`config.mk`:
```
export PLATFORM = sky130hd
export DESIGN_NAME = preadd_mult_stage
export DESIGN_NICKNAME = d
export VERILOG_FILES = /design/src/rtl/dsp48a1_pkg.sv /design/src/rtl/pipe_stage.sv /design/src/rtl/preadd_mult_stage.sv
export SDC_FILE = /design/constraint.sdc
export NUM_CORES = 1
export LEC_CHECK = 0
export ABC_CLOCK_PERIOD_IN_PS = 6400
export CELL_PAD_IN_SITES_DETAIL_PLACEMENT = 1
export CELL_PAD_IN_SITES_GLOBAL_PLACEMENT = 1
export CORE_MARGIN = 10
export CORE_UTILIZATION = 35
export DETAILED_ROUTE_END_ITERATION = 7
export HOLD_SLACK_MARGIN = 0.06
export PLACE_DENSITY = 0.62
export SLEW_MARGIN = 20
export SYNTH_ARGS = -nofsm -noshare
export SYNTH_HDL_FRONTEND = slang
export SYNTH_SLANG_ARGS = --single-unit
```
`constraint.sdc`:
```
create_clock -name clk -period 6.4 [get_ports clk]
set_input_delay 0.96 -clock clk [delete_from_list [all_inputs] [get_ports clk]]
set_output_delay 0.96 -clock clk [all_outputs]
set_load 0.01 [all_outputs]
```
`src/rtl/dsp48a1_pkg.sv`:
```
// Shared constants for the DSP48A1 slice model: opmode bit positions
// and the default operand/product widths.
package dsp48a1_pkg;

  localparam int OPM_PREADD = 4;
  localparam int OPM_SUB    = 6;

  localparam int DEF_A_W = 18;
  localparam int DEF_B_W = 18;
  localparam int DEF_M_W = DEF_A_W + DEF_B_W;

endpackage

```
`src/rtl/pipe_stage.sv`:
```
// One optional pipeline register group with clock enable and async reset.
// When EN is 0 the group collapses to a wire and clk/rst/ce are ignored.
module pipe_stage
  import dsp48a1_pkg::*;
#(
  parameter int WIDTH = 1,
  parameter bit EN    = 1'b1
) (
  input  logic             clk,
  input  logic             rst_aSYNC,
  input  logic             ce,
  input  logic [WIDTH-1:0] d,
  output logic [WIDTH-1:0] q
);

  generate
    if (EN) begin : g_reg
      logic [WIDTH-1:0] q_r;

      // Capture the whole group (data and valid together) only when enabled.
      always_ff @(posedge clk or posedge rst_aSYNC) begin
        if (rst_aSYNC) begin
          q_r <= '0;
        end else if (ce) begin
          q_r <= d;
        end
      end

      assign q = q_r;
    end else begin : g_bypass
      logic unused_ctrl;

      // Control inputs have no meaning for a bypassed stage.
      assign unused_ctrl = ^{clk, rst_aSYNC, ce};
      assign q = d;
    end
  endgenerate

endmodule

```
`src/rtl/preadd_mult_stage.sv`:
```
// Front arithmetic stage of the DSP48A1 slice: stage-0 capture of D/B/A,
// optional D+/-B pre-adder on the B path, stage-1 capture, signed multiply
// and the M register. A valid bit rides alongside every register group so
// that each sample keeps its own opmode and qualifier through the pipe.
module preadd_mult_stage
  import dsp48a1_pkg::*;
#(
  parameter int A_W  = DEF_A_W,
  parameter int B_W  = DEF_B_W,
  parameter bit REG0 = 1'b1,
  parameter bit REG1 = 1'b1,
  parameter bit MREG = 1'b1
) (
  input  logic                 clk,
  input  logic                 rst_aSYNC,
  input  logic                 ce0,
  input  logic                 ce1,
  input  logic                 cem,
  input  logic                 in_valid,
  input  logic [7:0]           opmode,
  input  logic [B_W-1:0]       d_in,
  input  logic [B_W-1:0]       b_in,
  input  logic [A_W-1:0]       a_in,
  output logic [B_W-1:0]       bcout,
  output logic [A_W+B_W-1:0]   m_out,
  output logic                 out_valid
);

  localparam int M_W  = A_W + B_W;
  localparam int S0_W = 3 + 2 * B_W + A_W;
  localparam int S1_W = 1 + B_W + A_W;
  localparam int SM_W = 1 + M_W;

  localparam logic [7:0] OPM_USED = (8'b1 << OPM_SUB) | (8'b1 << OPM_PREADD);

  // Opmode bits outside the pre-adder controls belong to later stages.
  logic unused_opmode;
  assign unused_opmode = ^(opmode & ~OPM_USED);

  // Stage 0: opmode copy, valid, D, B, A travel as one group.
  logic [S0_W-1:0] s0_d, s0_q;
  logic [B_W-1:0]  d0, b0;
  logic [A_W-1:0]  a0;
  logic            op4_0, op6_0, v0;

  assign s0_d = {opmode[OPM_SUB], opmode[OPM_PREADD], in_valid, d_in, b_in, a_in};

  pipe_stage #(.WIDTH(S0_W), .EN(REG0)) u_stage0 (
    .clk       (clk),
    .rst_aSYNC (rst_aSYNC),
    .ce        (ce0),
    .d         (s0_d),
    .q         (s0_q)
  );

  assign {op6_0, op4_0, v0, d0, b0, a0} = s0_q;

  // Pre-adder wraps modulo 2^B_W; its result replaces B only when selected.
  logic [B_W-1:0] pre, b1_d;
  assign pre  = op6_0 ? (d0 - b0) : (d0 + b0);
  assign b1_d = op4_0 ? pre : b0;

  // Stage 1: B after the pre-adder, A, and valid.
  logic [S1_W-1:0] s1_d, s1_q;
  logic [B_W-1:0]  b1;
  logic [A_W-1:0]  a1;
  logic            v1;

  assign s1_d = {v0, b1_d, a0};

  pipe_stage #(.WIDTH(S1_W), .EN(REG1)) u_stage1 (
    .clk       (clk),
    .rst_aSYNC (rst_aSYNC),
    .ce        (ce1),
    .d         (s1_d),
    .q         (s1_q)
  );

  assign {v1, b1, a1} = s1_q;
  assign bcout = b1;

  // Full-width signed product; sign-extending both operands first keeps it exact.
  logic signed [M_W-1:0] a_ext, b_ext, prod;
  assign a_ext = M_W'(signed'(a1));
  assign b_ext = M_W'(signed'(b1));
  assign prod  = a_ext * b_ext;

  // M stage: product and valid.
  logic [SM_W-1:0] sm_d, sm_q;
  assign sm_d = {v1, prod};

  pipe_stage #(.WIDTH(SM_W), .EN(MREG)) u_stage_m (
    .clk       (clk),
    .rst_aSYNC (rst_aSYNC),
    .ce        (cem),
    .d         (sm_d),
    .q         (sm_q)
  );

  assign {out_valid, m_out} = sm_q;

endmodule

```
* Yosys cells after proc, flatten, opt, wreduce, memory -nomap -nowiden
Index checks and enable logic that the tools add are counted.
** Storage, ports and cells
- Register bits :: 131
- Latch bits :: 0
- RAM bits :: 0
- Bits in read-only memories :: 0
- Bits of input ports :: 68
- Word-level logic and storage cells :: 8
- Memories kept :: 0
** Operators by class
- Add/sub/neg operators :: 2
- Multiply operators :: 1
- Div/mod/pow operators :: 0
- $lt $le $gt $ge :: 0
- Eq/ne operators :: 0
- Shift-type cells :: 0
- Muxes and demuxes :: 2
- Bitwise gates (word level) :: 0
- Reductions and logical operators :: 0
** Operator list (count)
- $mul 18x18->36 :: 1
- $mux 18 :: 2
- $add 18x18->18 :: 1
- $sub 18x18->18 :: 1

* Logic depth before layout (Yosys ltp)
- Depth after elaboration :: 3
- Mapped depth :: 25

* Modules after synthesis
From an unflattened synthesis, not the netlist that was laid out.
** Unflattened totals
- Cell total of the unflattened synthesis :: 1806
- Area, all modules :: 18706.7 um^2
** Modules (own cells, without submodules)
- preadd_mult_stage :: times used 1, cells an instance 1527, area an instance 13406.6 um^2, seq. area each 0.0 um^2
- pipe_stage at u_stage1 ... :: times used 2, cells an instance 79, area an instance 1530.2 um^2, seq. area each 925.9 um^2
- pipe_stage at u_stage0 :: times used 1, cells an instance 121, area an instance 2239.6 um^2, seq. area each 1426.4 um^2

* Worst setup path after synthesis
Ideal clock, no wire load.
- Path type :: reg-to-reg
- From :: reg u_stage1.g_reg.q_r[17], in the netlist u_stage1.q[17]
- To :: reg u_stage_m.g_reg.q_r[34], in the netlist u_stage_m.q[34]
- Library setup time :: 125 ps
- Data arrival time :: 6045 ps
- Path slack :: 230 ps
- Cell stages (with the launch flop) :: 23
- Path through :: dfrtp_1 clkbuf_1 clkbuf_1 nand2_1 fa_1 inv_1 fa_1 inv_1 fa_1 inv_1 fa_1 fa_1 inv_1 fa_1 inv_1 ha_1 a21o_1 a21o_1 a21oi_1 o21ai_0 o31ai_1 xnor2_1 mux2_2
** Between the ends
- Longest elaborated chain between the ends :: 1
** Ends and longest elaborated chain
- start: declaration :: line pipe_stage.sv:18 : logic [WIDTH-1:0] q_r;
- start signal: assignment :: line pipe_stage.sv:23 : q_r <= '0;
- start signal: assignment :: line pipe_stage.sv:25 : q_r <= d;
- $mul 18x18->36 :: line preadd_mult_stage.sv:86 : assign prod = a_ext * b_ext;
- end signal: assignment :: line pipe_stage.sv:23
- end signal: assignment :: line pipe_stage.sv:25
- end: declaration :: line pipe_stage.sv:18
Every way passes these cells.
A chain may end at the register's enable or synchronous reset.

* Worst setup path in the final report
- From :: reg u_stage1.g_reg.q_r[22], in the netlist u_stage1.q[22]
- To :: reg u_stage_m.g_reg.q_r[34], in the netlist u_stage_m.q[34]
The elaborated chain is that of the path after synthesis.

==> summary.md <==
| Metric | Value |
|---|---|
| Status | `complete, no violations` |
| Die Area | `62,400 µm²` |
| Startpoint Class | `flop` |
| CP arrival | `between 6000 and 7000 ps` |
| Setup TNS Final | `0 ps` |
| Worst Setup EP | `u_stage_m.q[34]` |
| R2R Path Start | `u_stage1.q[22]` |
| Slowest CP cell | `fa_1` |
| Die Height | `250 µm` |
| Setup crit start | `u_stage1.q[22]` |
| Asr flop ratio synth | `1.00` |
| Core area | `52,400 µm²` |
| Clock sink count | `131` |
| # hold bufs at CTS | `0` |
| Post-synth EDFFs | `0` |
| Die W | `250 µm` |
| Fillers | `5,934` |
| Synth top area cells | `fa_1 36%, dfrtp_1 18%, inv_1 8.3%` |
| Syn_nets | `about 2,400` |
| Share of layout cells above drive strength 1 | `0.159` |
| Clk slew on worst S/H paths | `roughly 70 ps` |
| Synth Cell Area | `18,500 µm²` |
| TritonCTS clock tree | `built` |
| Cell taking the most area after synthesis | `fa_1` |
| Drt wl/cell | `approximately 18 µm` |
| Period minus WS final | `6200 ps` |
| Share of the synthesized area in the top cell type | `0.358` |
| Num CTS Buffers | `17` |
| Peak Freq | `161 MHz` |
| Area added between synthesis and finish | `18.9%` |
| Clk Tree Root Cell | `clkbuf_16` |
| Ys flop type | `dfrtp_1` |
| Largest net degree at the start of global routing | `69` |
| Tcrit/Tclk final | `0.969` |
| Worst Skew | `22.7 ps` |
| Grt ovf | `0` |
| Crit-path cells | `buf_4, nand2_1, fa_1, inv_1, buf_4, fa_1, inv_1, fa_1, inv_1, fa_1, fa_1, inv_1, fa_1, inv_1, ha_1, a21o_1, a21o_1, a21oi_1, o21ai_0, o31ai_2, xnor2_1, mux2_2` |
| Worst-margin pin slew | `787 ps` |
| Crit path max fanout | `6` |
| ANT nets after route | `0` |
| Clk Latency, worst-skew pair | `slightly below 500 ps` |
| Initial core utilization | `0.352` |
| Antenna Cells | `0` |
| First-pass DRT Iterations | `4` |
| Row count | `84` |
| Reg2reg end | `u_stage_m.q[34]` |
| Final wirelength | `approximately 49 mm` |
| R2R depth | `22` |
| Gr usage total | `0.165` |
| Remaining DRCs | `0` |
| Yosys cell types | `between 50 and 60` |
| CP required | `6760 ps` |
| Vias | `13,100` |
| DRC marker count from the first detailed-route iteration | `about 520` |
| Register area share after synthesis | `0.177` |
| Mean post-synth cell area | `9.69 µm²` |
| Max cap viols | `0` |
| Antenna violations before repair | `0` |
| Normalized max-slew margin | `0.475` |
| Synth Instances | `1,905` |
| Vias in the first global route | `~15,000` |
| Worst Hold Class | `flop to flop` |
| Count of pins over their slew limit | `0` |
| Crit end category | `flop` |
| Post-DP HPWL | `41.5 mm` |
| Maximum level of the CTS H-tree | `4` |
| Critical Setup Path Class | `flop to flop` |
| Port bufs | `between 100 and 150` |
| Cell mode on critical path | `fa_1` |
| Vias per Instance | `4.69` |
| CTS Buffer Depth | `2` |
| First-pass GRT wire length | `82.5 mm` |
| Routability cong. | `0.852` |
| Final-report hold violation count | `0` |
| Seq cells post-synth | `around 130` |
| Reg2reg setup slack | `roughly 200 ps` |
| Final setup fails | `0` |
| Slowest stage delay, CP | `roughly 600 ps` |
| Ys Warns | `0` |
| Nets@finish | `2,599` |
| # IOs | `123` |
==> final cells by class <==
type	count	area [µm²]	share of cell area
Inverter	406	1530	0.0696
Tap cell	688	861	0.0392
Timing Repair Buffer	265	2370	0.108
Clock buffer	18	439	0.0200
Multi-Input combinational cell	1269	13300	0.607
Sequential cell	131	3300	0.150
Clock inverter	14	134	0.00610
==> worst max-delay path, delay by kind of cell (launching register included) <==
kind            cells  cell delay, ps
mux                 1             260
compound gates      5            1230
buf+inv             7             650
xor+xnor            1             100
fa+ha+maj           7            3340
flops               1             360
simple gates        1             120
==> what timing repair did <==
action                                  4_1_cts  5_1_grt
gates resized for setup                       2       43
setup buffers                                 0        9
hold endpoints to repair                      0        0
pin swaps                                     0        7
endpoints found under the setup margin        4       13
==> how the worst min path moves through the flow <==
stage | cells after the start | startpoint | endpoint | slack (ps)
after global routing | 1 | u_stage0.q[54] | u_stage0.q[54] | 530
after detailed placement | 2 | u_stage_m.q[33] | u_stage_m.q[33] | 490
after CTS | 2 | u_stage_m.q[6] | u_stage_m.q[6] | 510
after global placement | 2 | u_stage_m.q[6] | u_stage_m.q[6] | 480
after floorplan | 1 | u_stage1.q[36] | u_stage1.q[36] | 470
final | 2 | u_stage_m.q[6] | u_stage_m.q[6] | 490
==> cell families after synthesis <==
logic type,count (synthesis),synth area share
AOI/OAI and AO/OA,167,0.0560
DFF,131,0.177
xor gates and xnor gates,60,0.0285
adders and majority gates,441,0.433
buffers and inverters,505,0.106
muxes,106,0.0640
and+or+nand+nor,495,0.135
==> flip-flops by register name, indices dropped and copies added (netlist names) <==
name / flops
u_stage0.q: 57
u_stage1.q: 37
u_stage_m.q: 37
==> through the flow <==
| step | area, µm² | utilization | hold slack [ps] | std cells | setup WS (ps) |
|---|---|---|---|---|---|
| detailed placement | 21200 | 0.404 | 487 | 2750 | 17.9 |
| CTS | 21700 | 0.415 | 506 | 2782 | 13.4 |
| global placement | 21200 | 0.404 | 481 | 2750 | 25.1 |
| finish | 22000 | 0.419 | 491 | 2791 | 199 |
| floorplan | 18500 | - | 475 | 1905 | 230 |
| global route | 22000 | 0.419 | 527 | 2791 | -4.87 |
==> cells in the final DEF, fill, tap and decap left out, types with 4 or more instances in the layout <==
cell type          n
inv_8              5
buf_12             8
dfrtp_1          113
fa_1             328
or3_1             10
nor3_1            19
nor2_1            57
dfrtp_2           18
nand2b_1           6
a21oi_2            5
nand3_1           18
buf_4            138
nand3b_1           5
a31oi_1           12
o21a_1             9
a21o_1            13
a211oi_1           5
a21oi_1           56
o21ai_1            8
inv_1            403
mux2i_1            9
xnor2_1           54
and2_1           165
nand2_1          184
o21bai_1           4
nor2b_1            4
xor2_1             6
inv_6              6
ha_1             109
clkdlybuf4s50_1  113
clkbuf_16         17
o21ai_0           30
mux2_2            97
and3_1             6
==> cell usage after synthesis (all sizes together), types with 7 or more instances <==
cell    instances
inv           406
or3            11
mux2i           9
nand3          18
clkbuf         71
ha            111
xnor2          54
buf            28
nand2         184
fa            330
a21oi          61
a31oi          12
o21a            9
mux2           97
o21ai          39
nor2           60
and2          166
a211oi          7
and3            9
nor3           19
dfrtp         131
a21o           14
==> routing by layer <==
metal	routed length [µm]	share of wire	vias up	track usage
li1	-	-	6150	-
met1	23100	0.47	6747	0.214
met2	24300	0.49	140	0.281
met3	1220	0.025	40	0.0238
met4	782	0.016	0	0.0436
met5	0	0	-	0
Power is not shown: default switching activity piles up to over one toggle a cycle in this logic, so the estimate is an artifact.
